### src/rtl/scr_stack_ctrl.sv
// Stack controller over an external scratch RAM (sync write, async read).
// The stack grows downward from SP; CLEAR zero-fills the whole RAM over 2**ADDR_W cycles.
module scr_stack_ctrl #(
    parameter int DATA_W = 10,
    parameter int ADDR_W = 8
) (
    input  logic              clk,
    input  logic              RST,
    input  logic              PUSH,
    input  logic              POP,
    input  logic              CLEAR,
    input  logic [DATA_W-1:0] PUSH_DATA,
    output logic [DATA_W-1:0] POP_DATA,
    output logic              POP_VALID,
    output logic [ADDR_W-1:0] SP,
    output logic              FULL,
    output logic              EMPTY,
    output logic              BUSY,
    output logic              ERR,
    output logic [ADDR_W-1:0] SCR_ADDR,
    output logic [DATA_W-1:0] SCR_DATA_OUT,
    output logic              SCR_WE,
    input  logic [DATA_W-1:0] SCR_DATA_IN
);

    localparam logic [0:0]        ST_IDLE  = 1'b0;
    localparam logic [0:0]        ST_CLR   = 1'b1;
    localparam logic [ADDR_W-1:0] ONE_A    = {{(ADDR_W-1){1'b0}}, 1'b1};
    localparam logic [ADDR_W-1:0] LAST_A   = {ADDR_W{1'b1}};
    localparam logic [ADDR_W:0]   ONE_C    = {{ADDR_W{1'b0}}, 1'b1};
    localparam logic [ADDR_W:0]   CNT_MAX  = {1'b1, {ADDR_W{1'b0}}};
    localparam logic [ADDR_W:0]   CNT_ZERO = {(ADDR_W+1){1'b0}};

    logic [0:0]        state_r;
    logic [ADDR_W-1:0] sp_r;
    logic [ADDR_W:0]   count_r;
    logic [ADDR_W-1:0] clr_addr_r;
    logic [DATA_W-1:0] pop_data_r;
    logic              pop_valid_r;
    logic              err_r;

    logic              full_s;
    logic              empty_s;
    logic              push_ok_s;
    logic              pop_ok_s;
    logic              repl_s;
    logic              err_set_s;
    logic              start_clr_s;
    logic [ADDR_W-1:0] addr_s;
    logic [DATA_W-1:0] wdata_s;
    logic              we_s;

    assign full_s  = (count_r == CNT_MAX);
    assign empty_s = (count_r == CNT_ZERO);

    // Request arbitration and scratch RAM port drive for the current cycle.
    always_comb begin
        push_ok_s   = 1'b0;
        pop_ok_s    = 1'b0;
        repl_s      = 1'b0;
        err_set_s   = 1'b0;
        start_clr_s = 1'b0;
        addr_s      = sp_r;
        wdata_s     = {DATA_W{1'b0}};
        we_s        = 1'b0;
        case (state_r)
            ST_IDLE: begin
                if (CLEAR) begin
                    start_clr_s = 1'b1;
                end else if (PUSH && POP) begin
                    if (empty_s) begin
                        push_ok_s = 1'b1;
                    end else begin
                        repl_s = 1'b1;
                    end
                end else if (PUSH) begin
                    if (full_s) begin
                        err_set_s = 1'b1;
                    end else begin
                        push_ok_s = 1'b1;
                    end
                end else if (POP) begin
                    if (empty_s) begin
                        err_set_s = 1'b1;
                    end else begin
                        pop_ok_s = 1'b1;
                    end
                end else begin
                    start_clr_s = 1'b0;
                end

                // Replace-top writes at SP while the async read still returns the old top.
                if (push_ok_s) begin
                    addr_s  = sp_r - ONE_A;
                    wdata_s = PUSH_DATA;
                    we_s    = 1'b1;
                end else if (repl_s) begin
                    addr_s  = sp_r;
                    wdata_s = PUSH_DATA;
                    we_s    = 1'b1;
                end else begin
                    addr_s  = sp_r;
                end
            end
            ST_CLR: begin
                addr_s  = clr_addr_r;
                wdata_s = {DATA_W{1'b0}};
                we_s    = 1'b1;
            end
            default: begin
                we_s = 1'b0;
            end
        endcase
    end

    // Stack pointer, occupancy, clear sequencing and registered pop results.
    always_ff @(posedge clk or posedge RST) begin
        if (RST) begin
            state_r     <= ST_IDLE;
            sp_r        <= {ADDR_W{1'b0}};
            count_r     <= CNT_ZERO;
            clr_addr_r  <= {ADDR_W{1'b0}};
            pop_data_r  <= {DATA_W{1'b0}};
            pop_valid_r <= 1'b0;
            err_r       <= 1'b0;
        end else begin
            pop_valid_r <= pop_ok_s | repl_s;
            if (pop_ok_s || repl_s) begin
                pop_data_r <= SCR_DATA_IN;
            end
            if (err_set_s) begin
                err_r <= 1'b1;
            end
            case (state_r)
                ST_IDLE: begin
                    if (start_clr_s) begin
                        state_r    <= ST_CLR;
                        clr_addr_r <= {ADDR_W{1'b0}};
                    end else if (push_ok_s) begin
                        sp_r    <= sp_r - ONE_A;
                        count_r <= count_r + ONE_C;
                    end else if (pop_ok_s) begin
                        sp_r    <= sp_r + ONE_A;
                        count_r <= count_r - ONE_C;
                    end
                end
                ST_CLR: begin
                    clr_addr_r <= clr_addr_r + ONE_A;
                    if (clr_addr_r == LAST_A) begin
                        state_r <= ST_IDLE;
                        sp_r    <= {ADDR_W{1'b0}};
                        count_r <= CNT_ZERO;
                        err_r   <= 1'b0;
                    end
                end
                default: begin
                    state_r <= ST_IDLE;
                end
            endcase
        end
    end

    assign POP_DATA     = pop_data_r;
    assign POP_VALID    = pop_valid_r;
    assign SP           = sp_r;
    assign FULL         = full_s;
    assign EMPTY        = empty_s;
    assign BUSY         = (state_r == ST_CLR);
    assign ERR          = err_r;
    assign SCR_ADDR     = addr_s;
    assign SCR_DATA_OUT = wdata_s;
    assign SCR_WE       = we_s & ~RST;

endmodule

### config.mk
export PLATFORM = sky130hd
export DESIGN_NAME = scr_stack_ctrl
export DESIGN_NICKNAME = d
export VERILOG_FILES = /design/src/rtl/scr_stack_ctrl.sv
export SDC_FILE = /design/constraint.sdc
export NUM_CORES = 1
export LEC_CHECK = 0
export ABC_CLOCK_PERIOD_IN_PS = 3400
export BUFFER_PORTS_ARGS = -buffer_cell sky130_fd_sc_hd__buf_2
export CORE_AREA = 2 2 80 82
export DETAILED_ROUTE_END_ITERATION = 6
export DIE_AREA = 0 0 82 84
export PLACE_DENSITY = 0.71
export SLEW_MARGIN = 20
export SYNTH_ARGS = -nofsm -noshare
export SYNTH_HDL_FRONTEND = slang
export SYNTH_SLANG_ARGS = --single-unit
### constraint.sdc
create_clock -name clk -period 3.4 [get_ports clk]
set_input_delay 0.51 -clock clk [delete_from_list [all_inputs] [get_ports clk]]
set_output_delay 0.51 -clock clk [all_outputs]
set_load 0.1 [all_outputs]
# [Word level (Yosys, flattened, before mapping)]
# Index checks and enable logic that the tools add are counted.
[word_totals] regBits=38 wordCells=77
[classes] n_addsub=5 n_eq_ne=6 muxes=51 bitwise=4 reduce_logical=4
[op_table] operator="$mux W8" count=6
[op_table] operator="$pmux W8 S2" count=3
[op_table] operator="$mux W9" count=4
[op_table] operator="$mux W1" count=32
[op_table] operator="$mux W10" count=2
[op_table] operator="$pmux W10 S2" count=1
[op_table] operator="$pmux W9 S2" count=1
[op_table] operator="$add A8 B1 Y8 const B" count=2
[op_table] operator="$add A9 B1 Y9 const B" count=1
[op_table] operator="$eq A9 B9 Y1 const B" count=1
[op_table] operator="$logic_not A9 Y1" count=1
[op_table] operator="$sub A9 B1 Y9 const B" count=1
[op_table] operator="$eq A8 B8 Y1 const B" count=1
[op_table] operator="$sub A8 B1 Y8 const B" count=1
[op_table] operator="$ne A2 B2 Y1 const B" count=2
[op_table] operator="$pmux W1 S2" count=2
[op_table] operator="$ne A3 B3 Y1 const B" count=1
[op_table] operator="$reduce_and A3 Y1" count=1
[op_table] operator="$ne A2 B1 Y1 const B" count=1
[op_table] operator="$not A1 Y1" count=2
[op_table] operator="$and A1 B1 Y1" count=1
[op_table] operator="$logic_and A1 B1 Y1" count=1
[op_table] operator="$logic_or A1 B1 Y1" count=1
[op_table] operator="$or A1 B1 Y1" count=1

# [Logic depth before layout (Yosys ltp)]
# Gate-level depths: netlist (run 1).
[logic_depth] depth_word=11 ltp_mapped=13 ltp_nobuf=13

# [Least setup slack after synthesis (run 1)]
# OpenSTA, ideal clock, no wires.
[synth_path] kind="reg2out" start="register count_r[0]" end="output SCR_ADDR[2]" arrival_time_ps=4158 required_ps=2890 slack_ps=-1268 stages_incl_launch_ff=8 cell_sequence="dfrtp_1 > nor4_4 > nand3_1 > inv_1 > nor3_2 > nand2_1 > xor2_1 > o21ai_0"
[synth_between] elab_chain_cells=8
[synth_rtl] element="from (decl)" line="36" rtl="logic [ADDR_W:0] count_r;"
[synth_rtl] element="from (signal assigned)" line="141" rtl="count_r <= count_r + ONE_C;"
[synth_rtl] element="from (signal assigned)" line="144" rtl="count_r <= count_r - ONE_C;"
[synth_rtl] element="$eq A9 B9 Y1" line="53" rtl="assign full_s = (count_r == CNT_MAX);"
[synth_rtl] element="via FULL" line="16" rtl="output logic FULL,"
[synth_rtl] element="$mux W1" line="77" rtl="if (full_s) begin"
[synth_rtl] element="$mux W1" line="76" rtl="end else if (PUSH) begin"
[synth_rtl] element="$mux W1" line="70" rtl="end else if (PUSH && POP) begin"
[synth_rtl] element="$mux W1" line="68" rtl="if (CLEAR) begin"
[synth_rtl] element="$mux W1" line="66" rtl="case (state_r)"
[synth_rtl] element="$mux W8" line="93" rtl="if (push_ok_s) begin"
[synth_rtl] element="$pmux W8 S2" line="66"
[synth_rtl] element="to (decl)" line="20" rtl="output logic [ADDR_W-1:0] SCR_ADDR,"
# The timed path passes the listed nets, and every way through them passes these cells. The select of a mux whose other input is x is not followed.

# [Final worst setup path (run 1)]
[layout_path] start="register count_r[2]" end="output SCR_ADDR[7]"
[layout_between] elab_chain_cells=8
[layout_rtl] element="$eq A9 B9 Y1" line="53"
[layout_rtl] element="$mux W1" line="77"
[layout_rtl] element="$mux W1" line="76"
[layout_rtl] element="$mux W1 (*)" line="70"
[layout_rtl] element="$mux W1 (*)" line="68"
[layout_rtl] element="$mux W1 (*)" line="66"
[layout_rtl] element="$mux W8 (*)" line="93"
[layout_rtl] element="$pmux W8 S2 (*)" line="66"
# Mark *: on every way between the ends. The rest lies on a longest branch, timed or not. The select of a mux whose other input is x is not followed.

==> out/qor_table.md, run 1 <==
| Quantity | This run |
|:---|:---|
| Vias in the first global route | 2382 |
| Number of enable flip-flop cells after synthesis | 0 |
| Path type of the worst min-delay path | in -> async |
| Setup repair bufs after CTS | 0 |
| Hold buffer count at cts | 0 |
| Clock power frac | 0.123 |
| Most area-hungry cell type in the Yosys netlist | sky130_fd_sc_hd__dfrtp_1 |
| Setup repair after global routing missed its margin | false |
| Detailed Route WL | 6720 um |
| Remaining design rule violation count | 0 |
| Normalized max-slew margin | 0.503 |
| Power density over cell area | 1010 nW/um^2 |
| Pin count of the biggest net entering global routing | 21 |
| Total Neg Setup Slack | 0 ps |
| Cell-internal power | 1.32 mW |
| Initial DRC Count | 138 |
| Detail-routed via count per cell | 5.46 |
| Async set or reset register ratio after synthesis | 1.00 |
| Count of mapped cells out of synthesis | 299 |
| Max Buffers Root-to-Sink | 2 |
| Register area share after synthesis | 0.372 |
| Routability-driven placement congestion ratio | 0.863 |
| Fmax achieved | 313 MHz |
| Width of the die | 82 um |
| Final setup skew | 9.74 ps |
| Synthesized area per cell | 8.55 sq um |
| Arrival time at the worst endpoint | 2690 ps |
| CTS Buf Count | 5 |
| Iteration count of the initial detailed-routing pass | 4 |
| Drt wl/cell | 15.1 um |
| Post-CTS clock slew at the launch and capture registers of the worst setup and hold paths | 80 ps |
| Post-DRT Antenna Nets | 0 |
| Critical path required time | 2890 ps |
| Count of state elements after synthesis | 38 |
| Core Region | 6100 sq um |
| Crit path launch type | flop |
| Die Footprint | 6890 sq um |
| CTS resizes | 0 |
| Total congestion overflow after global routing | 0 |
| Top-level port count | 67 |
| Nature of the critical path endpoint | output port |
| # Max-Cap Violations | 0 |
| CTS tree | built |
| Worst-path maximum fanout | 5 |
| Clock network latency to the later pin of the worst-skew pair | 300 ps |
| Shortest period the worst path allows | 3200 ps |
| Combinational power share | 0.612 |
| Fraction of layout cells with a size suffix above 1 | 0.301 |
| Outcome | completed |
| Total Power | 3.21 mW |
| Hold Violations, Final | 0 |
| Layout Area Growth over Synthesis | 24.2% |
| Switching power summed over all nets | 1.89 mW |
| Area share of the largest cell type after synthesis | 0.372 |
| Fill cell total of the finished layout | 575 |
| Number of pins with negative max-slew slack in the final report | 0 |
| Die span in y | 84 um |
| Buffer type at the clock tree root | sky130_fd_sc_hd__clkbuf_8 |
| Part of the cycle the worst path needs | 0.941 |
| H-tree level count | 2 |
| Sequential fraction of design power | 0.265 |
| Vias after detailed routing | 2433 |
| Switching Fraction | 0.588 |
| Type of the worst setup path | reg -> out |
| CTS Sinks | 38 |
| Post-Syn Area | 2560 sq um |
| Effective utilization at floorplan | 0.419 |
| Row count | 29 |
| Worst-Margin Slew | 744 ps |
| Nets in the synthesized netlist | 336 |
| Worst IR drop on VDD | 0.000564 V |
| HPWL after detailed placement | 5050 um |
| Antenna violations before repair | 0 |
| Diode insertion count for antenna repair | 0 |
| Pleak | 1.51 nW |
| Leading post-synthesis cells by cell area | sky130_fd_sc_hd__dfrtp_1 (37%), sky130_fd_sc_hd__nand2_1 (8.1%), sky130_fd_sc_hd__ha_1 (5.4%) |
| Count of unique library cells instantiated by Yosys | 50 |
| Number of nets in the layout | 405 |
| PortBufs | 66 |
| Final setup vio count | 0 |
| GRT Total Usage | 0.207 |
| Predominant post-synthesis flop cell | sky130_fd_sc_hd__dfrtp_1 |
| Number of warnings reported in the yosys synthesis log | 0 |
| Global-route wire length before repair | 11100 um |
layout by cell type, fill, tap and decap left out, types with 3 or more instances in the layout:
| cell type | count |
|---|---|
| sky130_fd_sc_hd__a21oi_1 | 10 |
| sky130_fd_sc_hd__nand3_1 | 10 |
| sky130_fd_sc_hd__nand2_1 | 55 |
| sky130_fd_sc_hd__o21ai_2 | 6 |
| sky130_fd_sc_hd__nand4_1 | 4 |
| sky130_fd_sc_hd__o31ai_1 | 3 |
| sky130_fd_sc_hd__and2_1 | 10 |
| sky130_fd_sc_hd__o21ai_0 | 17 |
| sky130_fd_sc_hd__nand2b_1 | 12 |
| sky130_fd_sc_hd__inv_1 | 10 |
| sky130_fd_sc_hd__and3_1 | 3 |
| sky130_fd_sc_hd__o21ai_1 | 5 |
| sky130_fd_sc_hd__buf_4 | 7 |
| sky130_fd_sc_hd__a31oi_1 | 5 |
| sky130_fd_sc_hd__xor2_1 | 7 |
| sky130_fd_sc_hd__nor3_1 | 4 |
| sky130_fd_sc_hd__ha_1 | 11 |
| sky130_fd_sc_hd__mux2i_1 | 7 |
| sky130_fd_sc_hd__clkbuf_8 | 5 |
| sky130_fd_sc_hd__or2_2 | 4 |
| sky130_fd_sc_hd__xnor2_1 | 7 |
| sky130_fd_sc_hd__clkinvlp_4 | 3 |
| sky130_fd_sc_hd__nor2_1 | 16 |
| sky130_fd_sc_hd__buf_2 | 66 |
| sky130_fd_sc_hd__dfrtp_1 | 38 |
final cells by class:
class                           instances  area [sq um]  share of cell area
Clock inverter                          3          45.0              0.0142
Tap cell                               77          96.3              0.0304
Clock buffer                            5          68.8              0.0217
Sequential cell                        38           951               0.300
Inverter                               11          45.0              0.0142
Timing Repair Buffer                   73           383               0.121
Multi-Input combinational cell        239          1590               0.499
critical path, stage by stage (launching register included):
cell and delay (ps):
sky130_fd_sc_hd__dfrtp_1 450, sky130_fd_sc_hd__or4_4 580, sky130_fd_sc_hd__o21ai_4 240, sky130_fd_sc_hd__nand4_1 210, sky130_fd_sc_hd__nor3_2 210, sky130_fd_sc_hd__xnor2_1 150
sky130_fd_sc_hd__o21ai_2 120, sky130_fd_sc_hd__buf_2 430
metal layers:
| layer | vias up | global-route usage | part of all wire |
|---|---|---|---|
| met5 | - | 0 | 0 |
| met4 | 0 | 0.0833 | 0.028 |
| met3 | 19 | 0.0444 | 0.073 |
| met2 | 81 | 0.339 | 0.47 |
| met1 | 1152 | 0.261 | 0.43 |
| li1 | 1181 | - | - |
through the flow:
stage               setup slack, ps  cell area (sq um)  instances  utilization  hold WS [ps]
global placement                362               3050        438        0.500           453
finish                          202               3170        446        0.521           338
floorplan                      24.9               2620        299            -           478
global route                  0.386               3170        446        0.521           405
CTS                             131               3160        446        0.519           354
detailed placement              263               3050        438        0.500           457
logic make-up (layout without fill, tap and decap cells):
kind of cell / after synthesis / after routing / share of synthesized area
buffers and inverters: 22 / 92 / 0.0367
flip-flops: 38 / 38 / 0.372
AO/OA/AOI/OAI: 64 / 64 / 0.151
XOR/XNOR: 14 / 14 / 0.0480
AND/OR/NAND/NOR: 141 / 141 / 0.298
adder cells (fa/ha/maj): 12 / 12 / 0.0617
multiplexers: 8 / 8 / 0.0333
final timing paths:
kind	from	endpoint	slack [ps]	cells past startpoint
worst min-delay path	RST	clr_addr_r[4]	340	2
worst min register to register	POP_DATA[4]	POP_DATA[4]	480	2
min in group clk	SCR_DATA_IN[7]	POP_DATA[7]	390	3
max in group asynchronous	RST	count_r[6]	2280	3
worst max-delay path	count_r[2]	SCR_ADDR[7]	200	7
worst max register to register	count_r[2]	count_r[8]	260	11
cell usage after synthesis (all sizes together) (3+ instances only):
library cell and number:
a21oi 12, a31oi 5, and2 12, and3 3, buf 3, clkbuf 8, dfrtp 38, ha 11
inv 11, mux2i 7, nand2 55, nand2b 13, nand3 12, nand4 4, nor2 17, nor3 6
nor4 4, o21ai 30, o31ai 3, or2 5, xnor2 7, xor2 7
power groups by stage:
stage                     combinational, mW  sequential [mW]  clock [mW]
after floorplan                        1.13             1.35           0
after global placement                 1.93            0.842           0
after detailed placement               1.95            0.852           0
after CTS                              1.96            0.843       0.403
after global routing                   2.11            0.876       0.415
final                                  1.96            0.848       0.395
sequential cells by signal, indices dropped and copies added, names as in the netlist:
signal      cells
ERR             1
clr_addr_r      8
POP_DATA       10
POP_VALID       1
SP              8
BUSY            1
count_r         9
Power figures use the tool's default switching activity.
==> run 2, diff against run 1 <==
Settings changed: ABC_AREA set to 1, PLACE_DENSITY 0.71 to 0.72.
==> run 2 against run 1 <==
Wire length is 10% lower. Maximum frequency rose by 5.8%. Design area fell by 2.6%. Non-clock buffer count decreased by 4. First-iteration DRC count decreased by 38%. Largest cell class unchanged. Critical path type unchanged. Sequential power down 28%. Sequential share of layout area is 0.80 points higher. Clock power is 16% lower. Clock-buffer cell count increased by 1. Via count fell by 0.45%. Worst hold slack worse by 19 ps. Global-route usage fell by 1.8 points.
==> out/qor_table.md, run 2 <==
| Quantity | This run | Change |
|:---|:---|:---|
| Outcome | completed |  |
| Count of unique library cells instantiated by Yosys | 39 | -22% |
| Count of state elements after synthesis | 38 | unchanged |
| Final setup vio count | 0 | unchanged |
| Most common cell after layout, fill and taps aside | sky130_fd_sc_hd__nand2_1 |  |
| CTS tree | built |  |
| Core Region | 6100 sq um | unchanged |
| Pleak | 1.65 nW | +9.0% |
| Leading cell types in the layout, fill and taps excluded | sky130_fd_sc_hd__nand2_1 (101), sky130_fd_sc_hd__buf_2 (66), sky130_fd_sc_hd__dfrtp_1 (38) |  |
| Post-Syn Area | 2610 sq um | +2.0% |
| Effective utilization at floorplan | 0.428 | +0.00842 |
| Area share of the largest cell type after synthesis | 0.365 | -0.00732 |
| Vias in the first global route | 2347 | -1.5% |
| CTS Buf Count | 5 | unchanged |
| Row count | 29 | unchanged |
| Count of mapped cells out of synthesis | 341 | +14% |
| Clock network latency to the later pin of the worst-skew pair | 290 ps | about the same |
| Die Footprint | 6890 sq um | unchanged |
| Arrival time at the worst endpoint | 2510 ps | -180 ps |
| Final setup skew | 8.22 ps | -1.52 ps |
| Detailed Route WL | 6040 um | -10% |
| Detail-routed via count per cell | 5.00 | -8.3% |
| Width of the die | 82 um | unchanged |
| Top post-synthesis cells by count | sky130_fd_sc_hd__nand2_1 (101), sky130_fd_sc_hd__dfrtp_1 (38), sky130_fd_sc_hd__inv_1 (35) |  |
| Nature of the critical path endpoint | output port |  |
| Path type of the worst min-delay path | in -> async |  |
| Number of enable flip-flop cells after synthesis | 0 | unchanged |
| Fraction of layout cells with a size suffix above 1 | 0.258 | -0.0428 |
| Global-route wire length before repair | 10300 um | -7.4% |
| Iteration count of the initial detailed-routing pass | 4 | unchanged |
| Max Buffers Root-to-Sink | 2 | unchanged |
| Diode insertion count for antenna repair | 0 | unchanged |
| Clock power frac | 0.166 | +0.043 |
| Most area-hungry cell type in the Yosys netlist | sky130_fd_sc_hd__dfrtp_1 |  |
| Cell repeated most along the worst path | sky130_fd_sc_hd__nand2_1 |  |
| Delay of the slowest cell on the worst path | 430 ps | -150 ps |
| Die span in y | 84 um | unchanged |
| Switching Fraction | 0.538 | -0.0505 |
| Number of warnings reported in the yosys synthesis log | 0 | unchanged |
| Post-CTS clock slew at the launch and capture registers of the worst setup and hold paths | 80 ps | about the same |
| Pin count of the biggest net entering global routing | 22 | +4.8% |
| Flip-flop count of the largest register after layout | 10 | unchanged |
| Normalized max-slew margin | 0.543 | +0.0392 |
| Routability-driven placement congestion ratio | 0.813 | -5.8% |
| Critical path required time | 2890 ps | about the same |
| Fmax achieved | 331 MHz | +5.8% |
| Buffer type at the clock tree root | sky130_fd_sc_hd__clkbuf_8 |  |
| H-tree level count | 2 | unchanged |
| Async set or reset register ratio after synthesis | 1.00 | unchanged |
| Hold buffer count at cts | 0 | unchanged |
| Leading post-synthesis cells by cell area | sky130_fd_sc_hd__dfrtp_1 (36%), sky130_fd_sc_hd__nand2_1 (15%), sky130_fd_sc_hd__ha_1 (5.3%) |  |
| Crit path launch type | flop |  |
| Post-DRT Antenna Nets | 0 | unchanged |
| Predominant post-synthesis flop cell | sky130_fd_sc_hd__dfrtp_1 |  |
| Instance count after placement with tap cells included | 476 | +8.7% |
| Layout Area Growth over Synthesis | 18.6% |  |
| Worst-Margin Slew | 685 ps | -58.7 ps |
| Initial DRC Count | 85 | -38% |
| Shortest period the worst path allows | 3020 ps | -176 ps |
| CTS Sinks | 38 | unchanged |
| Setup repair bufs after CTS | 0 | unchanged |
| Synthesized area per cell | 7.65 sq um | -11% |
| Top-level port count | 67 | unchanged |
| Number of pins with negative max-slew slack in the final report | 0 | unchanged |
| Nets in the synthesized netlist | 378 | +13% |
| Part of the cycle the worst path needs | 0.889 | -0.0518 |
| Fin cells | 484 | +8.5% |
| Register area share after synthesis | 0.365 | -0.00732 |
| Fin Hold WS | 319 ps | -19.2 ps |
| Switching power summed over all nets | 1.07 mW | -43% |
| Worst IR drop on VDD | 0.000638 V | +13% |
| Sequential fraction of design power | 0.308 | +0.043 |
| Vias after detailed routing | 2422 | -0.45% |
| Dominant cell by count in the synthesized netlist | sky130_fd_sc_hd__nand2_1 |  |
| # Max-Cap Violations | 0 | unchanged |
| PortBufs | 66 | unchanged |
| Cell-internal power | 0.921 mW | -30% |
| Number of nets in the layout | 443 | +9.4% |
| GRT Total Usage | 0.189 | -0.0177 |
| Setup repair after global routing missed its margin | false |  |
| Worst-path maximum fanout | 17 | +12 |
| Remaining design rule violation count | 0 | unchanged |
| CTS resizes | 0 | unchanged |
| Cell with the biggest individual delay on the critical path | sky130_fd_sc_hd__o21ai_2 |  |
| Antenna violations before repair | 0 | unchanged |
| Combinational power share | 0.526 | -0.086 |
| Worst path cell trace | nor2_1 > nand2_1 > nor2_4 > nand2_2 > o21ai_2 > nor2_4 > o21ai_0 > nand2_1 > nand2_1 > buf_2 |  |
| Drt wl/cell | 12.5 um | -17% |
| Total congestion overflow after global routing | 0 | unchanged |
| HPWL after detailed placement | 4720 um | -6.4% |
| Type of the worst setup path | reg -> out |  |
| Post-Route Utilization | 0.507 | -0.0135 |
| Hold Violations, Final | 0 | unchanged |
| Power density over cell area | 644 nW/um^2 | -36% |
run 2: worst paths after layout:
check / startpoint / to / slack (ps) / depth (start not counted)
worst max-delay path: count_r[2] / SCR_ADDR[4] / 380 / 10
worst min-delay path: RST / clr_addr_r[3] / 320 / 2
worst max register to register: count_r[2] / count_r[6] / 530 / 15
worst min register to register: POP_DATA[7] / POP_DATA[7] / 480 / 1
max in group asynchronous: RST / SP[3] / 2340 / 3
min in group clk: SCR_DATA_IN[7] / POP_DATA[7] / 440 / 2
run 2: logic make-up (layout without fill, tap and decap cells):
group,count (synthesis),after routing,synth area share
mux,11,11,0.0470
compound gates,44,44,0.0984
xor+xnor,12,12,0.0403
fa+ha+maj,12,12,0.0605
simple gates,177,177,0.313
flops,38,38,0.365
buf+inv,47,113,0.0763
run 2: cell type report:
class,count,area [sq um]
well taps,77,96.3
clock buffers,6,82.6
fillers,622,3000
clock inverters,2,12.5
multi-input cells,256,1460
inverters,36,135
flip-flops and latches,38,951
repair buffers,69,353
run 2: metrics by stage:
stage | TNS [ps] | power [mW] | instance area [sq um] | setup slack [ps]
6_report | 0 | 1.99 | 3090 | 378
3_3_place_gp | 0 | 1.65 | 3000 | 541
2_1_floorplan | -2280 | 1.49 | 2610 | -452
4_1_cts | 0 | 2.00 | 3090 | 363
5_1_grt | 0 | 2.13 | 3090 | 145
3_5_place_dp | 0 | 1.67 | 3000 | 507
run 2: layer usage:
metal / share of wire / routed length, um / vias up / global-route usage
li1: - / - / 1241 / -
met1: 0.44 / 2670 / 1116 / 0.229
met2: 0.49 / 2990 / 58 / 0.330
met3: 0.050 / 304 / 7 / 0.0390
met4: 0.012 / 75 / 0 / 0.0576
met5: 0 / 0 / - / 0
run 2: power groups by stage:
stage                     combinational (mW)  clock, mW  sequential (mW)
after global routing                    1.13      0.364            0.628
after detailed placement                1.05          0            0.621
after CTS                               1.05      0.339            0.613
final                                   1.05      0.331            0.614
after floorplan                        0.758          0            0.733
after global placement                  1.03          0            0.617
run 2: worst max-delay path, delay by kind of cell, from the launching register on:
family                 cells  cell delay [ps]
buffers and inverters      1              420
DFF                        1              410
AOI/OAI and AO/OA          2              650
and+or+nand+nor            7              750
